--- src/rtl/stats_tracker.sv ---
// stats_tracker: accumulates per-round results during play, then divides out the
// average and cycles correct / errors / best / avg onto the letter and decimal displays.
module stats_tracker #(
   parameter int CLK_HZ    = 50_000_000,
   parameter int DWELL_SEC = 2,
   parameter int TIME_W    = 6
) (
   input  logic              CLOCK_50,
   input  logic              reset,
   input  logic              new_game,
   input  logic              round_done,
   input  logic              round_ok,
   input  logic [TIME_W-1:0] round_time,
   input  logic              game_over,
   output logic [3:0]        stats_letter,
   output logic [7:0]        stats_value,
   output logic              stats_valid
);

   localparam int DWELL_CYC = CLK_HZ * DWELL_SEC;
   localparam int DW_W      = (DWELL_CYC > 1) ? $clog2(DWELL_CYC) : 1;
   localparam logic [DW_W-1:0] DWELL_LAST = DW_W'(DWELL_CYC - 1);
   localparam logic [3:0]  DIV_STEPS = 4'd12;
   localparam logic [6:0]  CNT_MAX   = 7'd99;
   localparam logic [11:0] SUM_MAX   = 12'hFFF;
   localparam logic [3:0]  LTR_C = 4'hC;
   localparam logic [3:0]  LTR_E = 4'hE;
   localparam logic [3:0]  LTR_B = 4'hB;
   localparam logic [3:0]  LTR_A = 4'hA;

   typedef enum logic [1:0] {
      ST_COLLECT = 2'd0,
      ST_DIVIDE  = 2'd1,
      ST_SHOW    = 2'd2
   } state_t;

   function automatic logic [6:0] sat_inc(input logic [6:0] v);
      logic [6:0] r;
      if (v >= CNT_MAX) r = CNT_MAX;
      else              r = v + 7'd1;
      return r;
   endfunction

   function automatic logic [7:0] clamp99(input logic [11:0] v);
      logic [7:0] r;
      if (v > 12'd99) r = 8'd99;
      else            r = v[7:0];
      return r;
   endfunction

   function automatic logic [3:0] letter_of(input logic [1:0] sel);
      logic [3:0] r;
      case (sel)
         2'd0:    r = LTR_C;
         2'd1:    r = LTR_E;
         2'd2:    r = LTR_B;
         2'd3:    r = LTR_A;
         default: r = LTR_C;
      endcase
      return r;
   endfunction

   state_t state_r, state_next_s;

   logic [6:0]        correct_r, errors_r, rounds_r;
   logic [11:0]       sum_r;
   logic [TIME_W-1:0] best_r;
   logic [6:0]        correct_next_s, errors_next_s, rounds_next_s;
   logic [11:0]       sum_next_s;
   logic [TIME_W-1:0] best_next_s;
   logic [12:0]       sum_wide_s;

   logic [11:0] dvd_r, quot_r;
   logic [6:0]  rem_r;
   logic [3:0]  div_cnt_r;
   logic [7:0]  avg_r;
   logic [7:0]  trial_s;
   logic [6:0]  diff_s;
   logic        trial_ge_s, div_done_s;

   logic [DW_W-1:0] dwell_r, dwell_next_s;
   logic [1:0]      sel_r, sel_next_s;
   logic            show_next_s;
   logic [3:0]      letter_next_s;
   logic [7:0]      value_next_s;
   logic [3:0]      stats_letter_r;
   logic [7:0]      stats_value_r;
   logic            stats_valid_r;

   assign div_done_s = (div_cnt_r == DIV_STEPS);

   // State register
   always_ff @(posedge CLOCK_50 or posedge reset) begin
      if (reset) state_r <= ST_COLLECT;
      else       state_r <= state_next_s;
   end

   // Next-state logic; new_game overrides everything
   always_comb begin
      state_next_s = state_r;
      if (new_game) begin
         state_next_s = ST_COLLECT;
      end else begin
         case (state_r)
            ST_COLLECT: if (game_over)  state_next_s = ST_DIVIDE; else state_next_s = ST_COLLECT;
            ST_DIVIDE:  if (div_done_s) state_next_s = ST_SHOW;   else state_next_s = ST_DIVIDE;
            ST_SHOW:    state_next_s = ST_SHOW;
            default:    state_next_s = ST_COLLECT;
         endcase
      end
   end

   // Round accumulation; a round landing with game_over is folded in before the divide
   always_comb begin
      correct_next_s = correct_r;
      errors_next_s  = errors_r;
      rounds_next_s  = rounds_r;
      sum_next_s     = sum_r;
      best_next_s    = best_r;
      sum_wide_s     = {1'b0, sum_r} + 13'(round_time);
      if (state_r == ST_COLLECT && round_done) begin
         rounds_next_s = sat_inc(rounds_r);
         if (sum_wide_s[12]) sum_next_s = SUM_MAX;
         else                sum_next_s = sum_wide_s[11:0];
         if (round_ok) begin
            correct_next_s = sat_inc(correct_r);
            if (round_time < best_r) best_next_s = round_time;
            else                     best_next_s = best_r;
         end else begin
            errors_next_s = sat_inc(errors_r);
         end
      end else begin
         sum_next_s = sum_r;
      end
   end

   // Statistic registers
   always_ff @(posedge CLOCK_50 or posedge reset) begin
      if (reset) begin
         correct_r <= 7'd0;
         errors_r  <= 7'd0;
         rounds_r  <= 7'd0;
         sum_r     <= 12'd0;
         best_r    <= {TIME_W{1'b1}};
      end else if (new_game) begin
         correct_r <= 7'd0;
         errors_r  <= 7'd0;
         rounds_r  <= 7'd0;
         sum_r     <= 12'd0;
         best_r    <= {TIME_W{1'b1}};
      end else begin
         correct_r <= correct_next_s;
         errors_r  <= errors_next_s;
         rounds_r  <= rounds_next_s;
         sum_r     <= sum_next_s;
         best_r    <= best_next_s;
      end
   end

   // Partial remainder never exceeds 98, so a 7-bit difference is exact
   assign trial_s    = {rem_r, dvd_r[11]};
   assign trial_ge_s = (trial_s >= {1'b0, rounds_r});
   assign diff_s     = trial_s[6:0] - rounds_r;

   // Restoring divider: one quotient bit per cycle, avg latched on the last cycle
   always_ff @(posedge CLOCK_50 or posedge reset) begin
      if (reset) begin
         dvd_r     <= 12'd0;
         quot_r    <= 12'd0;
         rem_r     <= 7'd0;
         div_cnt_r <= 4'd0;
         avg_r     <= 8'd0;
      end else if (new_game) begin
         dvd_r     <= 12'd0;
         quot_r    <= 12'd0;
         rem_r     <= 7'd0;
         div_cnt_r <= 4'd0;
         avg_r     <= 8'd0;
      end else if (state_r == ST_COLLECT && game_over) begin
         dvd_r     <= sum_next_s;
         quot_r    <= 12'd0;
         rem_r     <= 7'd0;
         div_cnt_r <= 4'd0;
      end else if (state_r == ST_DIVIDE && !div_done_s) begin
         dvd_r     <= {dvd_r[10:0], 1'b0};
         quot_r    <= {quot_r[10:0], trial_ge_s};
         rem_r     <= trial_ge_s ? diff_s : trial_s[6:0];
         div_cnt_r <= div_cnt_r + 4'd1;
      end else if (state_r == ST_DIVIDE && div_done_s) begin
         avg_r     <= (rounds_r == 7'd0) ? 8'd0 : clamp99(quot_r);
      end else begin
         avg_r     <= avg_r;
      end
   end

   // Dwell timer and display selector; both sit at zero outside SHOW
   always_comb begin
      dwell_next_s = dwell_r;
      sel_next_s   = sel_r;
      if (new_game) begin
         dwell_next_s = {DW_W{1'b0}};
         sel_next_s   = 2'd0;
      end else if (state_r == ST_SHOW) begin
         if (dwell_r == DWELL_LAST) begin
            dwell_next_s = {DW_W{1'b0}};
            sel_next_s   = sel_r + 2'd1;
         end else begin
            dwell_next_s = dwell_r + {{(DW_W-1){1'b0}}, 1'b1};
            sel_next_s   = sel_r;
         end
      end else begin
         dwell_next_s = {DW_W{1'b0}};
         sel_next_s   = 2'd0;
      end
   end

   // Output values derived from the next selector so letter and value never skew
   always_comb begin
      show_next_s   = !new_game &&
                      ((state_r == ST_DIVIDE && div_done_s) || state_r == ST_SHOW);
      letter_next_s = 4'd0;
      value_next_s  = 8'd0;
      if (show_next_s) begin
         letter_next_s = letter_of(sel_next_s);
         case (sel_next_s)
            2'd0:    value_next_s = {1'b0, correct_r};
            2'd1:    value_next_s = {1'b0, errors_r};
            2'd2:    value_next_s = (correct_r == 7'd0) ? 8'd0 : clamp99(12'(best_r));
            2'd3:    value_next_s = avg_r;
            default: value_next_s = 8'd0;
         endcase
      end else begin
         letter_next_s = 4'd0;
         value_next_s  = 8'd0;
      end
   end

   // Display timing and registered outputs
   always_ff @(posedge CLOCK_50 or posedge reset) begin
      if (reset) begin
         dwell_r        <= {DW_W{1'b0}};
         sel_r          <= 2'd0;
         stats_letter_r <= 4'd0;
         stats_value_r  <= 8'd0;
         stats_valid_r  <= 1'b0;
      end else begin
         dwell_r        <= dwell_next_s;
         sel_r          <= sel_next_s;
         stats_letter_r <= letter_next_s;
         stats_value_r  <= value_next_s;
         stats_valid_r  <= show_next_s;
      end
   end

   assign stats_letter = stats_letter_r;
   assign stats_value  = stats_value_r;
   assign stats_valid  = stats_valid_r;

endmodule

--- config.mk ---
export PLATFORM = sky130hd
export DESIGN_NAME = stats_tracker
export DESIGN_NICKNAME = d
export VERILOG_FILES = /design/src/rtl/stats_tracker.sv
export SDC_FILE = /design/constraint.sdc
export NUM_CORES = 1
export LEC_CHECK = 0
export ABC_AREA = 1
export CORE_UTILIZATION = 56
export DETAILED_ROUTE_END_ITERATION = 10
export MAX_ROUTING_LAYER = met4
export PLACE_DENSITY = 0.82
export SLEW_MARGIN = 40
export SYNTH_ARGS = -nofsm -noshare
export SYNTH_HDL_FRONTEND = slang
export SYNTH_SLANG_ARGS = --single-unit
--- constraint.sdc ---
create_clock -name CLOCK_50 -period 4.78 [get_ports CLOCK_50]
set_input_delay 1.434 -clock CLOCK_50 [delete_from_list [all_inputs] [get_ports CLOCK_50]]
set_output_delay 1.434 -clock CLOCK_50 [all_outputs]
set_load 0.02 [all_outputs]
# Word-level counts from Yosys, hierarchy flattened

Index checks and enable logic that the tools add are counted.

Output and inout bits: 13
Bits of input ports: 12
Bits in registers: 126
Word-level logic and storage cells: 113

Equal/unequal tests: 10
Add/sub/neg operators: 8
Multiplexer cells: 52
Reductions and logical operators: 21
Magnitude comparators: 6

Operators with widths:

| cell                    | count |
|---|---|
| $mux W12                | 9 |
| $mux W7                 | 15 |
| $mux W27                | 3 |
| $mux W8                 | 7 |
| $pmux W8 S4             | 1 |
| $mux W6                 | 5 |
| $add A27 B1 Y27 const B | 1 |
| $eq A27 B27 Y1 const B  | 1 |
| $add A7 B1 Y7 const B   | 3 |
| $ge A7 B7 Y1 const B    | 3 |
| $mux W4                 | 4 |
| $pmux W4 S4             | 1 |
| $logic_not A7 Y1        | 2 |
| $add A12 B6 Y13         | 1 |
| $gt A12 B7 Y1 const B   | 1 |
| $mux W2                 | 5 |
| $ge A8 B7 Y1            | 1 |
| $reduce_bool A2 Y1      | 4 |
| $sub A7 B7 Y7           | 1 |
| $eq A2 B2 Y1 const B    | 3 |
| $lt A6 B6 Y1            | 1 |
| $ne A2 B2 Y1 const B    | 3 |
| $pmux W2 S3             | 1 |
| $reduce_and A3 Y1       | 2 |
| other kinds (11)        | 19 |

# Logic depth before layout (Yosys ltp)

Depth in word-level cells: 7
Depth in mapped cells: 15
Mapped depth without buffers: 14

# Least setup slack after synthesis

No wires, ideal clock.

Path type: input to register
Start point: in round_time[0]
End point: reg dvd_r[1]
Path buffers: 0
Required time: 4.656 ns
Cell stages on the path: 12
Arrival time: 2.903 ns
Setup time: 0.124 ns
Slack: 1.753 ns
Path through: ha_1 -> fa_1 -> nand3_1 -> nand3_1 -> nand2_1 -> nand2_1 -> nand2_1 -> nand2_1 -> o22ai_1 -> nand2_1 -> o211ai_1 -> nand2_1

Longest elaborated chain between the ends: 5

RTL lines:

| item                 | line | source |
|---|---|---|
| start, declared      | 13   | `input logic [TIME_W-1:0] round_time,` |
| $add A12 B6 Y13      | 120  | `sum_wide_s = {1'b0, sum_r} + 13'(round_time);` |
| $mux W12             | 123  | `if (sum_wide_s[12]) sum_next_s = SUM_MAX;` |
| $mux W12             | 121  | `if (state_r == ST_COLLECT && round_done) begin` |
| $mux W12             | 179  | `end else if (state_r == ST_COLLECT && game_over) begin` |
| $mux W12             | 173  | `end else if (new_game) begin` |
| end signal, assigned | 180  | `dvd_r <= sum_next_s;` |
| end signal, assigned | 185  | `dvd_r <= {dvd_r[10:0], 1'b0};` |
| end, declared        | 73   | `logic [11:0] dvd_r, quot_r;` |

Every way passes these cells.
A chain may end at the register's enable or synchronous reset.

# Final worst setup path

Start point: in round_time[0]
End point: reg dvd_r[3]

Same word-level chain as after synthesis.

==> metrics <==
status completed; initial drt markers 436; Synth Flop Type dfrtp_1; Slew @ Worst Pin 740 ps; CP Launch Point round_time[0]; kind of critical path in2reg; Vert. Die Dim 114 µm; vias in the first global route 5775; setup slack, reg-to-reg 2440 ps; Fin Clk Skew 8.76 ps; Ports 25; HPWL after DPL 10600 µm; CP startpoint kind input port; power density over the cells 366 mW/mm²; Via Count 5985; post-synthesis sequential area ratio 44.8%; layout net count 952; Stages on worst setup path 13; max_slew headroom 50.0%; Crit path largest cell delay 490 ps; final core occ 66.3%; area delta synth->final 14.9%; cell area after synthesis 0.00699 mm²; Placed Cells 1061; asr flop ratio synth 100%; Initial Util 57.7%; fin. max-slew vios 0; CTS tree yes; gr usage total 27.3%; DR WL/cell 14.4 µm; setup TNS 0 ps; die width 114 µm; Max Clock Freq 293 MHz; CTS buffer count 17; Post-Syn Area per Cell 7.92 µm²; CTS max path bufs 2; #FFs+latches synth 125; clk slew on worst S/H paths 60 ps; total grt overflow 0; diode count 0; Worst Hold Depth 2; Hold Crit Class reg2reg; Reg area 0.00314 mm²; EDFF count, synth 0; R2R depth 10; Setup violations, final 0; Worst Path Required 5080 ps; crit-path cells clkdlybuf4s50_1 > ha_1 > fa_1 > nand3_1 > nand3_1 > nand2_1 > nand2_1 > nand2_1 > nand2_1 > o22ai_1 > nand2_1 > nand2_1 > o21ai_0; CTS H-tree lvls 4; CP Data Arrival Time 3710 ps; Critical Path Sink dvd_r[3]; Crit-path slowest cell clkdlybuf4s50_1; Routed Antenna Nets 0; global-route wire length before repair 26700 µm; multi-input logic area 0.00324 mm²; Root Buffer clkbuf_16; Worst IR Drop VDD 291 µV; setup bufs post-CTS 0; unrepaired setup endpoints after global routing no; cts hold-fix bufs 0; initial antenna violation count 0; CORE AREA 0.0121 mm²; most common cell after layout, fill and taps aside nand2_1; Final period util 71.4%; non-filler cells, final 1093; Hold WS 481 ps; post-synth top area cell dfrtp_1; synth top area cells dfrtp_1 (43%), nand2_1 (9.8%), inv_1 (6.8%); post_cts resized 0; Pleak 3.88 nW; DRC viols 0; reg2reg end rem_r[1]; syn_nets 923; Max-Cap Viols 0; Crit Reg-Reg Startpoint rounds_r[0]; CP most frequent cell nand2_1; Fill cells 980; Vias/cell 5.48; Placer Congestion 0.885; ratio of cells with drive above 1 in the final layout 8.86%; largest net degree at the start of global routing 57; cell family with most CP delay simple AND/OR/NAND/NOR gates; latest clock arrival within the worst-skew pair 420 ps; floorplan row count 40; PortBufs 24; total iterations of the first detailed-routing run 5; post-synth top area share 42.6%; min Tclk post-route 3420 ps; count of different cell masters after synthesis 48; clock sink total 125; DIE AREA 0.0129 mm²; yosys warns 0; final hold viol count 0; Cells after Synth 883; critical path capture point type flip-flop; WL final 15700 µm; maximum fanout along the worst path 5; most frequent cells in the layout nand2_1 (183), inv_1 (126), dfrtp_1 (119); WP buf/inv 1
-- cell families after synthesis --
group,synth area share [%]
simple gates,26.0
flops,44.8
buf+inv,8.84
fa+ha+maj,5.22
xor+xnor,2.25
compound gates,12.9
-- worst reg2reg max path, delay by kind of cell (launching register included) --
kind / cells / cell delay, ps
flops: 1 / 430
simple gates: 5 / 690
fa+ha+maj: 2 / 670
compound gates: 3 / 440
-- sequential cells by signal (all words and copies together), names as in the netlist, 8 cells and up --
name	flops
dvd_r	12
dwell_r	27
quot_r	12
avg_r	8
stats_value	8
sum_r	12
-- worst min path at each step --
stage,startpoint,end
2_1_floorplan,dwell_r[0],dwell_r[0]
3_3_place_gp,dwell_r[0],dwell_r[0]
3_5_place_dp,dwell_r[0],dwell_r[0]
4_1_cts,dvd_r[6],dvd_r[6]
5_1_grt,dwell_r[0],dwell_r[0]
6_report,dvd_r[6],dvd_r[6]
-- report_power, final --
group | internal [mW] | switching (mW) | total (mW) | leakage (nW)
Sequential | 1.11 | 0.0320 | 1.14 | 1.71
Clock | 0.913 | 0.471 | 1.38 | 0.310
Combinational | 0.145 | 0.270 | 0.415 | 1.86
Total | 2.17 | 0.773 | 2.94 | 3.88
-- area by class of cell --
type / count / area share [%]
multi-input cells: 601 / 40.3
clock inverters: 10 / 1.99
well taps: 168 / 2.62
clock buffers: 22 / 5.90
flip-flops and latches: 125 / 39.0
inverters: 137 / 6.43
repair buffers: 30 / 3.71
-- Yosys cell counts (3+ instances only) --
cell type  number
clkbuf_1       11
nor2_1         82
o22ai_1        21
o21ai_0        55
inv_1         127
a31oi_1         7
inv_2           6
nand2_4         3
clkinv_1        4
xnor2_1         4
nand2_2         5
o21ai_1         8
nor2_2          7
nor2_4          4
nand3_1        57
nand4_1        21
dfstp_2         6
ha_1           26
nand2_1       183
nand3_2         8
a211oi_1        3
buf_2           5
dfrtp_1       119
a21oi_1        46
nor3_1         13
nor4_1          3
xor2_1         14
o211ai_1        6
-- metal layers --
| layer | vias to the layer above | global-route usage, % | wire length, µm |
|---|---|---|---|
| met1 | 2804 | 33.8 | 6920 |
| met5 | - | - | 0 |
| li1 | 2968 | - | - |
| met2 | 177 | 44.0 | 7630 |
| met4 | 0 | 10.6 | 354 |
| met3 | 36 | 5.63 | 785 |
-- metrics by stage --
step / worst slack (ps) / power (mW) / cell area, µm²
2_1_floorplan: 28.3 / 1.47 / 6990
3_3_place_gp: 1080 / 1.55 / 7400
3_5_place_dp: 960 / 1.56 / 7400
4_1_cts: 1400 / 2.96 / 8030
5_1_grt: 1230 / 3.07 / 8030
6_report: 1360 / 2.94 / 8030
Power figures use the tool's default switching activity.
